`config.mk`:
```
export PLATFORM = sky130hd
export DESIGN_NAME = sweep_eval_ctrl_flat
export DESIGN_NICKNAME = d
export VERILOG_FILES = /design/src/rtl/sweep_eval_ctrl_if.sv /design/src/rtl/sweep_eval_ctrl.sv /design/src/flat_wrapper.sv
export SDC_FILE = /design/constraint.sdc
export NUM_CORES = 1
export LEC_CHECK = 0
export ABC_CLOCK_PERIOD_IN_PS = 2250
export CAP_MARGIN = 20
export CORE_MARGIN = 4
export CORE_UTILIZATION = 40
export CTS_CLUSTER_SIZE = 40
export DETAILED_ROUTE_END_ITERATION = 16
export PLACE_DENSITY = 0.69
export SLEW_MARGIN = 5
export SYNTH_ARGS = -nofsm -noshare
export SYNTH_HDL_FRONTEND = slang
export SYNTH_SLANG_ARGS = --single-unit
```
`constraint.sdc`:
```
create_clock -name clk -period 2.25 [get_ports clk]
set_clock_uncertainty 0.2 [all_clocks]
set_input_delay 0.3375 -clock clk [delete_from_list [all_inputs] [get_ports clk]]
set_output_delay 0.3375 -clock clk [all_outputs]
set_load 0.01 [all_outputs]
```
`src/rtl/sweep_eval_ctrl_if.sv`:
```
// rtl/sweep_eval_ctrl_if.sv - handshake, partition and result bus of the sweep evaluator
interface sweep_eval_ctrl_if #(
  parameter int NUM_IN  = 7,
  parameter int NUM_OUT = 4
);
  localparam int HAM_W = NUM_IN + $clog2(NUM_OUT + 1);
  localparam int ABS_W = NUM_IN + NUM_OUT;

  logic               start;
  logic               abort;
  logic [NUM_OUT-1:0] po_apx;
  logic [NUM_OUT-1:0] po_ref;
  logic [NUM_IN-1:0]  pi;
  logic               busy;
  logic               done;
  logic [NUM_IN:0]    mismatch_cnt;
  logic [HAM_W-1:0]   ham_sum;
  logic [ABS_W-1:0]   abs_sum;
  logic [NUM_OUT-1:0] max_abs;

  modport master (
    input  start, abort, po_apx, po_ref,
    output pi, busy, done, mismatch_cnt, ham_sum, abs_sum, max_abs
  );

  modport slave (
    output start, abort, po_apx, po_ref,
    input  pi, busy, done, mismatch_cnt, ham_sum, abs_sum, max_abs
  );
endinterface

```
`src/rtl/sweep_eval_ctrl.sv`:
```
// rtl/sweep_eval_ctrl.sv - exhaustive input sweep of an approximate partition with error accumulation
module sweep_eval_ctrl #(
  parameter int NUM_IN  = 7,
  parameter int NUM_OUT = 4,
  parameter int SETTLE  = 1
) (
  input logic             clk,
  input logic             rst,
  sweep_eval_ctrl_if.master bus
);
  localparam int PC_W  = $clog2(NUM_OUT + 1);
  localparam int HAM_W = NUM_IN + PC_W;
  localparam int ABS_W = NUM_IN + NUM_OUT;
  localparam int MIS_W = NUM_IN + 1;
  localparam int CNT_W = 4;

  typedef enum logic [1:0] {S_IDLE, S_RUN, S_DONE} state_t;

  state_t             state_q, state_d;
  logic [NUM_IN-1:0]  pi_q, pi_d;
  logic [CNT_W-1:0]   cnt_q, cnt_d;
  logic [MIS_W-1:0]   mis_q, mis_d;
  logic [HAM_W-1:0]   ham_q, ham_d;
  logic [ABS_W-1:0]   abs_q, abs_d;
  logic [NUM_OUT-1:0] max_q, max_d;

  logic               busy, done;
  logic [NUM_OUT-1:0] xor_v;
  logic [PC_W-1:0]    popcnt;
  logic [NUM_OUT:0]   diff_pos, diff_neg;
  logic [NUM_OUT-1:0] absd;
  logic               sample;

  // Difference is formed one bit wider so the sign of apx - ref is visible.
  always_comb begin
    xor_v    = bus.po_apx ^ bus.po_ref;
    popcnt   = '0;
    for (int i = 0; i < NUM_OUT; i++) begin
      popcnt = popcnt + PC_W'(xor_v[i]);
    end
    diff_pos = {1'b0, bus.po_apx} - {1'b0, bus.po_ref};
    diff_neg = {1'b0, bus.po_ref} - {1'b0, bus.po_apx};
    absd     = diff_pos[NUM_OUT] ? diff_neg[NUM_OUT-1:0] : diff_pos[NUM_OUT-1:0];
    sample   = (cnt_q == CNT_W'(SETTLE - 1));
  end

  always_comb begin
    state_d = state_q;
    pi_d    = pi_q;
    cnt_d   = cnt_q;
    mis_d   = mis_q;
    ham_d   = ham_q;
    abs_d   = abs_q;
    max_d   = max_q;
    busy    = 1'b0;
    done    = 1'b0;
    case (state_q)
      S_IDLE: begin
        if (bus.start) begin
          state_d = S_RUN;
          pi_d    = '0;
          cnt_d   = '0;
          mis_d   = '0;
          ham_d   = '0;
          abs_d   = '0;
          max_d   = '0;
        end
      end
      S_RUN: begin
        busy = 1'b1;
        // Abort wins over a coinciding sample edge; partial results are kept.
        if (bus.abort) begin
          state_d = S_IDLE;
          pi_d    = '0;
          cnt_d   = '0;
        end else if (sample) begin
          cnt_d = '0;
          mis_d = mis_q + MIS_W'(|xor_v);
          ham_d = ham_q + HAM_W'(popcnt);
          abs_d = abs_q + ABS_W'(absd);
          if (absd > max_q) max_d = absd;
          if (pi_q == '1) begin
            pi_d    = '0;
            state_d = S_DONE;
          end else begin
            pi_d = pi_q + 1'b1;
          end
        end else begin
          cnt_d = cnt_q + 1'b1;
        end
      end
      S_DONE: begin
        done    = 1'b1;
        state_d = S_IDLE;
      end
      default: state_d = S_IDLE;
    endcase
  end

  always_ff @(posedge clk or posedge rst) begin
    if (rst) begin
      state_q <= S_IDLE;
      pi_q    <= '0;
      cnt_q   <= '0;
      mis_q   <= '0;
      ham_q   <= '0;
      abs_q   <= '0;
      max_q   <= '0;
    end else begin
      state_q <= state_d;
      pi_q    <= pi_d;
      cnt_q   <= cnt_d;
      mis_q   <= mis_d;
      ham_q   <= ham_d;
      abs_q   <= abs_d;
      max_q   <= max_d;
    end
  end

  assign bus.pi           = pi_q;
  assign bus.busy         = busy;
  assign bus.done         = done;
  assign bus.mismatch_cnt = mis_q;
  assign bus.ham_sum      = ham_q;
  assign bus.abs_sum      = abs_q;
  assign bus.max_abs      = max_q;
endmodule

```
`src/flat_wrapper.sv`:
```
// flat-port wrapper written by rule: the top's interface ports become plain ports
module sweep_eval_ctrl_flat 
#(
  parameter int NUM_IN  = 7,
  parameter int NUM_OUT = 4,
  parameter int SETTLE  = 1
)
  (clk, rst, bus_start, bus_abort, bus_po_apx, bus_po_ref, bus_pi, bus_busy, bus_done, bus_mismatch_cnt, bus_ham_sum, bus_abs_sum, bus_max_abs);
  sweep_eval_ctrl_if #(.NUM_IN(NUM_IN), .NUM_OUT(NUM_OUT)) bus_i ();
  input logic clk;
  input logic rst;
  input wire logic [$bits(bus_i.start)-1:0] bus_start;
  input wire logic [$bits(bus_i.abort)-1:0] bus_abort;
  input wire logic [$bits(bus_i.po_apx)-1:0] bus_po_apx;
  input wire logic [$bits(bus_i.po_ref)-1:0] bus_po_ref;
  output wire logic [$bits(bus_i.pi)-1:0] bus_pi;
  output wire logic [$bits(bus_i.busy)-1:0] bus_busy;
  output wire logic [$bits(bus_i.done)-1:0] bus_done;
  output wire logic [$bits(bus_i.mismatch_cnt)-1:0] bus_mismatch_cnt;
  output wire logic [$bits(bus_i.ham_sum)-1:0] bus_ham_sum;
  output wire logic [$bits(bus_i.abs_sum)-1:0] bus_abs_sum;
  output wire logic [$bits(bus_i.max_abs)-1:0] bus_max_abs;
  assign bus_i.start = bus_start;
  assign bus_i.abort = bus_abort;
  assign bus_i.po_apx = bus_po_apx;
  assign bus_i.po_ref = bus_po_ref;
  assign bus_pi = bus_i.pi;
  assign bus_busy = bus_i.busy;
  assign bus_done = bus_i.done;
  assign bus_mismatch_cnt = bus_i.mismatch_cnt;
  assign bus_ham_sum = bus_i.ham_sum;
  assign bus_abs_sum = bus_i.abs_sum;
  assign bus_max_abs = bus_i.max_abs;
  sweep_eval_ctrl #(.NUM_IN(NUM_IN), .NUM_OUT(NUM_OUT), .SETTLE(SETTLE)) u_core (.clk(clk), .rst(rst), .bus(bus_i));
endmodule
```
# After elaboration in Yosys (flattened, before gate mapping)
# Index checks and enable logic that the tools add are counted.
# totals
ff_bits	46
inputBits	12
out_inout_bits	42
elab_cells	70
# op_classes
addsub	10
order_cmp	1
n_eq_ne	9
muxes	33
bitwise_logic	1
n_reduce_logical	9
# op_table
cell	n
two-way mux 11 bit	3
two-way mux 10 bit	3
two-way mux 4 bit	7
two-way mux 7 bit	4
two-way mux 8 bit	3
case mux 11 bit (2 select lines)	1
case mux 10 bit (2 select lines)	1
case mux 4 bit (2 select lines)	2
case mux 8 bit (2 select lines)	1
case mux 7 bit (2 select lines)	1
adder 11 x 4 -> 11 bit	1
adder 10 x 3 -> 10 bit	1
adder 8 x 1 -> 8 bit	1
two-way mux 2 bit	4
adder 7 x 1 -> 7 bit (second input constant)	1
equality test 7 bit (second input constant)	1
adder 3 x 1 -> 3 bit	2
inequality test 3 x 2 -> 1 bit (second input constant)	2
AND reduction 3 bit	2
AND reduction 5 bit	1
subtractor 4 x 4 -> 5 bit	1
adder 4 x 1 -> 4 bit (second input constant)	1
> comparator 4 bit	1
logical NOT 4 bit	1
other kinds (14)	17

# Logic depth before layout (Yosys ltp)
# Gate-level depths: netlist (run 1).
# logic_depth
word_depth	8
ltp_mapped	14
ltp_nobuf	14

# Worst setup path after synthesis (run 1)
# No wires, ideal clock.
# synth_timing
path_type	input-to-reg
startpoint	input port bus_po_apx[0]
endpoint	register u_core.abs_q[10] (netlist: u_core.bus.abs_sum[10])
setup_time_ps	132
t_arrival_ps	2929
t_required_ps	1918
setup_slack_ps	-1011
stages	13
path_buffers	0
path_cell_list	inv_1 -> ha_1 -> inv_1 -> fa_1 -> a21o_1 -> a21oi_1 -> mux2_2 -> fa_1 -> a21o_1 -> a21oi_1 -> nor3_1 -> xnor2_1 -> nor2_1
# synth_via
elab_chain_len	6
elab_cells_between_ends	7
# synth_lines
element	line	source
start, declared	flat_wrapper.sv:14	input wire logic [$bits(bus_i.po_apx)-1:0] bus_po_apx;
subtractor 4 x 4 -> 5 bit / subtractor 4 bit (equally long branches)	sweep_eval_ctrl.sv:41, sweep_eval_ctrl.sv:42	
two-way mux 4 bit *	sweep_eval_ctrl.sv:43	absd = diff_pos[NUM_OUT] ? diff_neg[NUM_OUT-1:0] : diff_pos[NUM_OUT-1:0];
adder 11 x 4 -> 11 bit *	sweep_eval_ctrl.sv:80	abs_d = abs_q + ABS_W'(absd);
two-way mux 11 bit *	sweep_eval_ctrl.sv:76	end else if (sample) begin
two-way mux 11 bit *	sweep_eval_ctrl.sv:72	if (bus.abort) begin
case mux 11 bit (2 select lines) *	sweep_eval_ctrl.sv:57	case (state_q)
end signal, assigned	sweep_eval_ctrl.sv:115	abs_q <= abs_d;
end, declared	sweep_eval_ctrl.sv:24	logic [ABS_W-1:0] abs_q, abs_d;
# Mark *: on every way between the ends. The rest lies on a longest branch, timed or not. The select of a mux whose other input is x is not followed.
# A chain may end at the register's enable or synchronous reset.

# Worst setup path in the final report (run 1)
# layout_timing
startpoint	input port bus_po_apx[0]
endpoint	register u_core.max_q[3] (netlist: u_core.bus.max_abs[3])
# layout_via
elab_chain_len	6
elab_cells_between_ends	10
# layout_lines
element	line	source
subtractor 4 x 4 -> 5 bit / subtractor 4 bit (equally long branches)	sweep_eval_ctrl.sv:41, sweep_eval_ctrl.sv:42	
two-way mux 4 bit *	sweep_eval_ctrl.sv:43	
branches (longest 4 deep; another with > comparator 4 bit)	--	
end signal, assigned	sweep_eval_ctrl.sv:116	max_q <= max_d;
end, declared	sweep_eval_ctrl.sv:25	logic [NUM_OUT-1:0] max_q, max_d;
# Mark *: on every way between the ends. The select of a mux whose other input is x is not followed.

==> results of run 1 <==
-- sequential cells by signal (all words and copies together) (netlist names) --
name,count
u_core.bus.max_abs,4
u_core.bus.mismatch_cnt,8
u_core.bus.abs_sum,11
u_core.cnt_q,4
u_core.state_q,2
u_core.bus.ham_sum,10
u_core.bus.pi,7
-- stage by stage --
stage / utilization [%] / power (W) / setup TNS [ns] / hold slack (ns) / setup WS [ns]
2_1_floorplan: - / 0.001895 / -12.62 / 0.2856 / -0.6985
3_3_place_gp: 57.41 / 0.002470 / -33.34 / 0.3033 / -1.415
3_5_place_dp: 57.41 / 0.002521 / -35.35 / 0.3038 / -1.533
4_1_cts: 60.94 / 0.003274 / -12.10 / 0.1350 / -0.6768
5_1_grt: 63.15 / 0.003658 / -13.48 / 0.1544 / -0.7419
6_report: 63.15 / 0.003413 / -11.79 / 0.1252 / -0.6734
-- cells in the final DEF (no fill, tap or decap), types with 7 or more instances in the layout --
master / count
nor2_1: 25
inv_1: 16
nand4_1: 10
nand3_1: 8
ha_4: 12
clkdlybuf4s50_1: 44
o21ai_0: 14
buf_4: 45
nand2_1: 28
xor2_1: 8
dfrtp_1: 45
xnor2_1: 8
a21oi_1: 7
inv_2: 8
ha_1: 14
-- final cells by class --
| cell class | instances | area, um2 |
|---|---|---|
| Multi-Input combinational cell | 219 | 1963 |
| Sequential cell | 46 | 1152 |
| Clock buffer | 5 | 68.82 |
| Clock inverter | 3 | 40.04 |
| Inverter | 26 | 113.9 |
| Fill cell | 560 | 2559 |
| Tap cell | 96 | 120.1 |
| Timing Repair Buffer | 103 | 927.1 |
-- power groups by stage --
| stage | combinational, W | clock [W] | sequential [W] |
|---|---|---|---|
| CTS | 0.00156 | 0.000625 | 0.00108 |
| floorplan | 0.000778 | 0 | 0.00112 |
| detailed placement | 0.00143 | 0 | 0.00109 |
| global route | 0.00188 | 0.000667 | 0.00111 |
| finish | 0.00171 | 0.000610 | 0.00109 |
| global placement | 0.00139 | 0 | 0.00108 |
-- cell families after synthesis --
kind of cell               after synthesis
and+or+nand+nor                        104
muxes                                   10
adders and majority gates               31
xor gates and xnor gates                19
AOI/OAI and AO/OA                       55
DFF                                     46
buffers and inverters                   33
-- layer usage --
| metal | wire length [um] | part of all wire, % | GRT usage (%) |
|---|---|---|---|
| met2 | 3688 | 49 | 29.30 |
| met4 | 76 | 1.0 | 3.541 |
| met1 | 3445 | 46 | 24.54 |
| met3 | 284 | 3.8 | 3.540 |
| met5 | 0 | 0 | 0 |
-- worst max-delay path by stage --
stage / start / endpoint / slack (ns) / depth (start not counted)
after floorplan: bus_po_apx[0] / u_core.bus.max_abs[1] / -0.70 / 12
after global placement: bus_po_apx[0] / u_core.bus.ham_sum[6] / -1.41 / 14
after detailed placement: bus_po_apx[0] / u_core.bus.abs_sum[10] / -1.53 / 15
after CTS: bus_po_apx[0] / u_core.bus.max_abs[3] / -0.68 / 14
after global routing: bus_po_apx[0] / u_core.bus.max_abs[2] / -0.74 / 14
final: bus_po_apx[0] / u_core.bus.max_abs[3] / -0.67 / 14
-- repair_timing --
| action | in CTS | in global routing |
|---|---|---|
| endpoints found under the setup margin | 30 | 25 |
| resized for setup | 44 | 29 |
| endpoints found under the hold margin | 0 | 0 |
| pin swaps | 26 | 30 |
| setup buffers | 6 | 4 |
==> impl_results.md, run 1 <==
- Source of the worst register-to-register timing path: u_core.bus.abs_sum[0]
- Share of final-layout standard cells stronger than drive strength 1: 32.59%
- Unique cell type count in the Yosys netlist: 50
- Worst setup EP type: register
- Combinational family with the most area after synthesis: simple AND/OR/NAND/NOR gates
- Avg Vias per Cell: 5.020
- Detailed Route WL: 7.496 mm
- Top-area cell type share of the netlist area: 39.59%
- Count of nets left with antenna violations after detail routing: 0
- Placed insts: 481
- Effective utilization at floorplan: 41.87%
- Internal power: 0.002195 W
- Worst-path cell with the longest stage delay: fa_2
- Post-Synth Adder-Cell Area: 14.63%
- Number of maximum-capacitance constraint violations: 0
- Slack of the worst reg-to-reg path: 0.09 ns
- Maximum frequency from static timing analysis: 0.3421 GHz
- Net switching power: 0.001218 W
- Layout Area Growth over Synthesis: 50.82%
- Final number of max-transition violations: 0
- First-iteration detailed-routing DRC count: 99
- Residual DRC count: 0
- Detail Placement HPWL: 5.625 mm
- Violated checks: setup timing
- Area of the die: 0.008697 mm2
- Via count of the first global-routing pass: 2530
- Maximum vdd ir drop: 574.0 uV
- Fraction of power consumed by sequential logic: 31.9%
- Number of synthesized register bits: 46
- Critical path buffers and inverters: 3
- Mean instance size in the synthesized netlist: 9.758 um2
- Warning count from the yosys run: 0
- Basic-gate share of the synthesized area counting and, or, nand and nor cells: 19.45%
- Number of rows created at floorplan: 30
- Area of the mapped netlist: 0.002908 mm2
- Delay contributed by the slowest stage of the critical path: 0.33 ns
- Compound-cell area share of the yosys netlist: 12.18%
- Crit path kind: in2reg
- Initial antenna violation count: 0
- Count of antenna diodes in the layout: 0
- Library cell appearing most often on the critical path: a21oi_4
- Most frequent cells after synthesis: 46 x dfrtp_1, 30 x nand2_1, 26 x ha_1, 26 x inv_1, 25 x nor2_1
- Worst Setup Start Kind: primary input
- Die Width: 93.26 um
- First-pass detailed-route iteration total: 4
- Aggregate global-route resource usage: 17.84%
- Time the final worst path needs with I/O delays and setup: 2.923 ns
- Depth of the worst register-to-register path: 7
- Die Y-Extent: 93.26 um
- Hold crit path type: in2async
- Core region area: 0.006944 mm2
- Worst skew pair latency: 0.30 ns
- Share of the clock period used by the worst path after layout: 129.9%
- Slew at the pin with the worst max-slew slack: 0.4869 ns
- Via count: 2500
- Cts bufs inserted: 5
- Synth Instances: 298
- Data required time at the worst endpoint: 2.24 ns
- Largest cells by area after synthesis: dfrtp_1 40%, ha_1 11%, nand2_1 3.9%
- Post-CTS clock slew at the launch and capture registers of the worst setup and hold paths: 0.09 ns
- Maximum number of pins on one net before global-route repair: 23
- Number of cells in the finished layout apart from fillers: 498
- Worst-case setup margin in the final layout: -0.6734 ns
- Global-route wire length before repair: 12.27 mm
- Status: finished, violations left
- Ports: 54
- Fraction of registers with async set/reset: 100.0%
- Post-synthesis share of cell area spent on xor and xnor gates: 5.723%
- Main synth FF type: dfrtp_1
- Hold violation total from the final report: 0
- Proportion of power drawn by the clock network: 17.9%
- Power density relative to cell area: 778.3 mW/mm2
- TritonCTS clock tree: done
- Number of H-tree levels: 2
- Arrival time worst endpoint: 2.91 ns
- Buffer depth of the longest clock path: 2
- Root buffer cell: clkbuf_8
- Number of enable-type register cells in the synthesized netlist: 0
- Logic gate share of total power: 50.2%
- Yosys top cell by area: dfrtp_1
- Static Leak: 1.933 nW
- Family of cells with the greatest summed delay on the critical path: adder cells
- WL/cell: 15.05 um
- Post-CTS Hold Buffers: 0
- Finish-stage setup viols: 23
- Chain of cells forming the critical path: buf_12, inv_12, ha_4, inv_2, fa_2, a21o_1, a21oi_4, mux2i_2, xnor2_2, ha_1, nand4_1, nand2_2, a21oi_4, mux2_4
- Global route overflow: 0
- Count of clock tree sinks: 46
- Worst reg2reg endpoint: u_core.bus.abs_sum[10]
- Port bufs: 53
- Placer's final routability congestion estimate: 0.7944
- Total non-filler cell area in the finished layout: 0.004385 mm2
- Mapped Nets: 341
- Net Sw Frac: 35.69%
- Post-synthesis mux area share: 3.614%
- RSZ-0062 raised after global routing: true
- Most repeated cell in the gate-level netlist after synthesis: dfrtp_1
- Sequential cell area fraction in the yosys report: 39.59%
- Worst-path maximum fanout: 4
- Post-place instance area: 0.003986 mm2
- Worst slew margin: 67.42%
- Number of nets in the layout: 444
Power figures use the tool's default switching activity.
==> run 2, diff against run 1 <==
--- a/config.mk
+++ b/config.mk
@@ -12,6 +12,7 @@
 export CTS_CLUSTER_SIZE = 40
 export DETAILED_ROUTE_END_ITERATION = 16
 export PLACE_DENSITY = 0.69
+export SKIP_CTS_REPAIR_TIMING = 1
 export SLEW_MARGIN = 5
 export SYNTH_ARGS = -nofsm -noshare
 export SYNTH_HDL_FRONTEND = slang
==> impl_results.md, run 2 (synthesis gave the netlist of run 1 again) <==
- Number of H-tree levels: 2 (unchanged)
- Finished Core Util: 62.05% (-1.1 points)
- Family of cells with the greatest summed delay on the critical path: compound AO/OA/AOI/OAI gates
- Violated checks: setup timing
- Via count: 2484 (-0.64%)
- Detail Placement HPWL: 5.625 mm (unchanged)
- Area of the die: 0.008697 mm2 (unchanged)
- RSZ-0062 raised after global routing: true
- Status: finished, violations left
- Number of rows created at floorplan: 30 (unchanged)
- Via count of the first global-routing pass: 2468 (-2.5%)
- Count of nets left with antenna violations after detail routing: 0 (unchanged)
- Critical path buffers and inverters: 5 (+2)
- Setup slack after placement: -1.533 ns (unchanged)
- Die Y-Extent: 93.26 um (unchanged)
- Avg Vias per Cell: 4.988 (-0.64%)
- Effective utilization at floorplan: 41.87% (unchanged)
- Finish-stage setup viols: 23 (unchanged)
- Total met3 wirelength after detailed routing: 241 um (-15%)
- Fillers: 582 (+3.9%)
- Global route overflow: 0 (unchanged)
- Maximum frequency from static timing analysis: 0.3270 GHz (-4.4%)
- Ports: 54 (unchanged)
- Worst-path cell with the longest stage delay: fa_2
- Cts bufs inserted: 5 (unchanged)
- Count of antenna diodes in the layout: 0 (unchanged)
- Slew at the pin with the worst max-slew slack: 0.4232 ns (-0.06375 ns)
- Count of clock tree sinks: 46 (unchanged)
- Worst skew pair latency: 0.30 ns (about the same)
- Port bufs: 53 (unchanged)
- Hold crit path type: in2async
- Worst setup EP type: register
- Post-CTS clock slew at the launch and capture registers of the worst setup and hold paths: 0.09 ns (about the same)
- Number of nets in the layout: 444 (unchanged)
- Delay contributed by the slowest stage of the critical path: 0.38 ns (+0.05 ns)
- Share of the clock period used by the worst path after layout: 135.9% (+6.0 points)
- Worst slew margin: 71.69% (+4.3 points)
- Global-route wire length before repair: 12.01 mm (-2.1%)
- Met1 Wirelength: 3.376 mm (-2.0%)
- WL/cell: 14.43 um (-4.2%)
- Wire length on met2: 3.511 mm (-4.8%)
- Final number of max-transition violations: 0 (unchanged)
- Worst hold-check slack: 0.1272 ns (+0.002017 ns)
- Power density relative to cell area: 770.5 mW/mm2 (-1.0%)
- Data required time at the worst endpoint: 2.28 ns (+0.04 ns)
- TritonCTS clock tree: done
- Worst-path maximum fanout: 4 (unchanged)
- Hold violation total from the final report: 0 (unchanged)
- Maximum vdd ir drop: 554.7 uV (-3.4%)
- Commonest cells after routing, fill and taps aside: 47 x buf_4, 45 x dfrtp_1, 44 x clkdlybuf4s50_1
- Highest metal layer with signal wires: met4
- First-pass detailed-route iteration total: 4 (unchanged)
- Root buffer cell: clkbuf_8
- Maximum number of pins on one net before global-route repair: 23 (unchanged)
- Worst-case setup margin in the final layout: -0.8082 ns (-0.1348 ns)
- Time the final worst path needs with I/O delays and setup: 3.058 ns (+0.1348 ns)
- Static Leak: 1.942 nW (+0.45%)
- Worst reg2reg endpoint: u_core.bus.max_abs[3]
- Worst Setup Start Kind: primary input
- Total power: 0.003320 W (-2.7%)
- Residual DRC count: 0 (unchanged)
- Layout Area Growth over Synthesis: 48.19%
- Slack of the worst reg-to-reg path: 0.11 ns (+0.02 ns)
- Chain of cells forming the critical path: buf_12, inv_12, ha_4, inv_2, fa_2, a21o_1, a21oi_4, mux2_4, buf_6, fa_2, a21o_1, a21oi_4, buf_4, o21ai_0, a21oi_1
- Placer's final routability congestion estimate: 0.7944 (unchanged)
- Max reg flops: 11 (unchanged)
- Number of maximum-capacitance constraint violations: 0 (unchanged)
- Crit path kind: in2reg
- Most frequent standard cell in the layout excluding fill and tap cells: buf_4
- First-iteration detailed-routing DRC count: 108 (+9.1%)
- Initial antenna violation count: 0 (unchanged)
- Arrival time worst endpoint: 3.09 ns (+0.18 ns)
- Die Width: 93.26 um (unchanged)
- Aggregate global-route resource usage: 17.41% (-0.43 points)
- Depth of the worst register-to-register path: 7 (unchanged)
- Share of final-layout standard cells stronger than drive strength 1: 29.60% (-3.0 points)
- Core region area: 0.006944 mm2 (unchanged)
- Buffer depth of the longest clock path: 2 (unchanged)
- Detailed Route WL: 7.184 mm (-4.2%)
- Source of the worst register-to-register timing path: u_core.cnt_q[0]
[run 2: cell types whose count changed in the layout (fill, tap and decap cells not counted), moves of 3 or more]
cell / before / now
dlymetal6s2s_1: 1 / 5
o21ai_0: 14 / 17
o21ai_1: 4 / 1
a21oi_2: 5 / 2
dlygate4sd2_1: 4 / 0
a21oi_1: 7 / 10
[run 2: how the worst max path moves through the flow]
| stage | from | end | slack, ns | cells after the start |
|---|---|---|---|---|
| 6_report | bus_po_apx[0] | u_core.bus.abs_sum[4] | -0.81 | 15 |
| 5_1_grt | bus_po_apx[0] | u_core.bus.max_abs[2] | -0.91 | 14 |
| 4_1_cts | bus_po_apx[0] | u_core.bus.abs_sum[10] | -1.21 | 15 |
| 3_5_place_dp | bus_po_apx[0] | u_core.bus.abs_sum[10] | -1.53 | 15 |
| 3_3_place_gp | bus_po_apx[0] | u_core.bus.ham_sum[6] | -1.41 | 14 |
| 2_1_floorplan | bus_po_apx[0] | u_core.bus.max_abs[1] | -0.70 | 12 |
[run 2: cell type report]
type | instances | area [um2] | area share [%]
clock inverter | 3 | 40.04 | 0.9292
timing repair buffer | 103 | 930.9 | 21.60
sequential | 46 | 1152 | 26.74
clock buffer | 5 | 68.82 | 1.597
tap | 96 | 120.1 | 2.787
inverter | 26 | 113.9 | 2.642
multi-input combinational | 219 | 1883 | 43.70
[run 2: stage by stage]
| stage | std cells | TNS, ns | area [um2] |
|---|---|---|---|
| 3_5_place_dp | 481 | -35.35 | 3986 |
| 3_3_place_gp | 481 | -33.34 | 3986 |
| 4_1_cts | 489 | -25.30 | 4095 |
| 2_1_floorplan | 298 | -12.62 | 3080 |
| 6_report | 498 | -13.50 | 4309 |
| 5_1_grt | 498 | -15.88 | 4309 |
[run 2: worst reg2reg max path: stages (launching register included)]
cell	delay [ns]
dfrtp_1	0.38
inv_1	0.06
ha_1	0.15
or3b_4	0.39
nor2_2	0.20
nand2_1	0.12
a21oi_4	0.22
mux2_4	0.32
[run 2: per-layer routing]
layer / up-vias / GRT usage (%)
li1: 1233 / -
met1: 1205 / 24.06
met2: 39 / 28.35
met3: 7 / 3.540
met4: 0 / 3.541
met5: - / 0
[run 2: where the power goes]
part | switching [W] | internal (W) | total, W | leakage [nW]
combinational | 0.000745 | 0.000882 | 0.00163 | 1.26
sequential | 0.000138 | 0.000945 | 0.00108 | 0.628
clock | 0.000283 | 0.000327 | 0.000610 | 0.0579
==> run 3, diff against run 2 <==
--- a/config.mk
+++ b/config.mk
@@ -8,10 +8,11 @@
 export ABC_CLOCK_PERIOD_IN_PS = 2250
 export CAP_MARGIN = 20
 export CORE_MARGIN = 4
-export CORE_UTILIZATION = 40
+export CORE_UTILIZATION = 36
 export CTS_CLUSTER_SIZE = 40
 export DETAILED_ROUTE_END_ITERATION = 16
-export PLACE_DENSITY = 0.69
+export GPL_ROUTABILITY_DRIVEN = 1
+export PLACE_DENSITY = 0.64
 export SKIP_CTS_REPAIR_TIMING = 1
 export SLEW_MARGIN = 5
 export SYNTH_ARGS = -nofsm -noshare
==> impl_results.md, run 3 (synthesis gave the netlist of run 1 again) <==
- Status: finished, violations left
- Violated checks: setup timing
- Worst-path cell with the longest stage delay: fa_2
- Setup slack after placement: -1.560 ns (-0.02725 ns)
- Worst-case setup margin in the final layout: -0.7457 ns (+0.06244 ns)
- Maximum frequency from static timing analysis: 0.3338 GHz (+2.1%)
- Slack of the worst reg-to-reg path: 0.03 ns (-0.08 ns)
- Depth of the worst register-to-register path: 8 (+1)
- First-iteration detailed-routing DRC count: 59 (-45%)
- Aggregate global-route resource usage: 15.28% (-2.1 points)
- Data required time at the worst endpoint: 2.25 ns (-0.03 ns)
- Static Leak: 1.978 nW (+1.9%)
- Worst-path maximum fanout: 4 (unchanged)
- Power density relative to cell area: 754.7 mW/mm2 (-2.0%)
- Count of nets left with antenna violations after detail routing: 0 (unchanged)
- Die Width: 97.88 um (+4.9%)
- Detail Placement HPWL: 5.366 mm (-4.6%)
- Max reg flops: 11 (unchanged)
- Detailed Route WL: 7.565 mm (+5.3%)
- Hold crit path type: in2async
- Buffer depth of the longest clock path: 2 (unchanged)
- Total non-filler cell area in the finished layout: 0.004436 mm2 (+2.9%)
- Area of the die: 0.009580 mm2 (+10%)
- RSZ-0062 raised after global routing: true
- Maximum vdd ir drop: 594.3 uV (+7.1%)
- Worst reg2reg endpoint: u_core.bus.pi[5]
- Crit path kind: in2reg
- Final number of max-transition violations: 0 (unchanged)
- Global route overflow: 0 (unchanged)
- First-pass detailed-route iteration total: 4 (unchanged)
- TritonCTS clock tree: done
- Setup Total Neg Slack: -13.64 ns (-0.1401 ns)
- Worst Setup Start Kind: primary input
- Cts bufs inserted: 5 (unchanged)
- Time the final worst path needs with I/O delays and setup: 2.996 ns (-0.06244 ns)
- Effective utilization at floorplan: 37.24% (-4.6 points)
- Critical path buffers and inverters: 3 (-2)
- Global-route wire length before repair: 12.10 mm (+0.69%)
- Most frequent standard cell in the layout excluding fill and tap cells: buf_4
- Number of H-tree levels: 2 (unchanged)
- Commonest cells after routing, fill and taps aside: 48 x buf_4, 46 x clkdlybuf4s50_1, 45 x dfrtp_1
- Worst skew pair latency: 0.30 ns (about the same)
- Number of maximum-capacitance constraint violations: 0 (unchanged)
- Arrival time worst endpoint: 2.99 ns (-0.10 ns)
- Avg Vias per Cell: 4.907 (-1.6%)
- Family of cells with the greatest summed delay on the critical path: adder cells
- Number of rows created at floorplan: 32 (+6.7%)
- Share of the clock period used by the worst path after layout: 133.1% (-2.8 points)
- Number of nets in the layout: 447 (+0.68%)
- Finish-stage setup viols: 23 (unchanged)
- Worst hold-check slack: 0.1868 ns (+0.05966 ns)
- Library cell appearing most often on the critical path: a21oi_4
- Source of the worst register-to-register timing path: u_core.cnt_q[1]
- Port bufs: 53 (unchanged)
- Layout Area Growth over Synthesis: 52.54%
- Maximum number of pins on one net before global-route repair: 47 (+100%)
- Slew at the pin with the worst max-slew slack: 0.4697 ns (+0.04653 ns)
- Hold violation total from the final report: 0 (unchanged)
- Core region area: 0.007807 mm2 (+12%)
- Placer's final routability congestion estimate: 0.8683 (+9.3%)
- Worst slew margin: 68.57% (-3.1 points)
- Post-place instance area: 0.003969 mm2 (-0.44%)
- Via count: 2488 (+0.16%)
- Chain of cells forming the critical path: buf_12, inv_12, ha_4, inv_2, fa_2, a21o_1, a21oi_4, mux2i_2, xnor2_2, ha_1, nand4_1, nand2_2, a21oi_4, mux2_4
- Worst setup EP type: register
- Share of final-layout standard cells stronger than drive strength 1: 32.84% (+3.2 points)
- Via count of the first global-routing pass: 2489 (+0.85%)
- Residual DRC count: 0 (unchanged)
- Die Y-Extent: 97.88 um (+4.9%)
- Fillers: 684 (+18%)
- Root buffer cell: clkbuf_8
- Count of clock tree sinks: 46 (unchanged)
- Count of antenna diodes in the layout: 0 (unchanged)
- Ports: 54 (unchanged)
- Initial antenna violation count: 0 (unchanged)
- Worst setup path start: bus_po_apx[0]
- Post-CTS clock slew at the launch and capture registers of the worst setup and hold paths: 0.09 ns (about the same)
- WL/cell: 14.92 um (+3.4%)
- Number of cells in the finished layout apart from fillers: 507 (+1.8%)
- Placed insts: 482 (+0.21%)
- Delay contributed by the slowest stage of the critical path: 0.39 ns (about the same)
## run 3: changes by cell type in the layout (fill, tap and decap cells not counted), sizes merged
cell,previous run,this run
buf,52,56
clkbuf,7,5
clkdlybuf4s50,44,46
dlymetal6s2s,5,4
## run 3: how the worst max path moves through the flow
stage                                        end  slack, ns  depth (start not counted)
after floorplan            u_core.bus.max_abs[1]      -0.70                         12
after global placement    u_core.bus.abs_sum[10]      -1.46                         15
after detailed placement  u_core.bus.abs_sum[10]      -1.56                         15
after CTS                 u_core.bus.abs_sum[10]      -1.22                         15
after global routing       u_core.bus.max_abs[1]      -0.85                         14
final                      u_core.bus.max_abs[2]      -0.75                         14
## run 3: through the flow
step                power (W)  utilization (%)
floorplan            0.001895                -
global placement     0.002451            50.83
detailed placement   0.002495            50.83
finish               0.003348            56.81
CTS                  0.003130            52.23
global route         0.003588            56.81
## run 3: cell type report
cell class	instances	area [um2]	share of cell area, %
multi-input cells	219	1954	44.06
flip-flops and latches	46	1152	25.98
repair buffers	106	975.9	22.00
well taps	102	127.6	2.877
inverters	26	116.4	2.623
clock buffers	5	68.82	1.551
clock inverters	3	40.04	0.9027
## run 3: tightest hold or removal path, cell delays in order
cell and delay [ns]:
clkdlybuf4s50_1 0.42, inv_2 0.07, buf_12 0.25
## run 3: power by group
group          switching (W)  total [W]  internal, W  leakage (nW)
Clock               0.000302   0.000629     0.000328        0.0579
Sequential          0.000145    0.00109     0.000944         0.628
Combinational       0.000755    0.00163     0.000874          1.29
## run 3: routing by layer
layer  share of wire (%)  GRT usage, %
met5                   0             0
met3                 3.3         3.714
met1                  46         20.82
met2                  50         25.08
met4                0.57         2.662
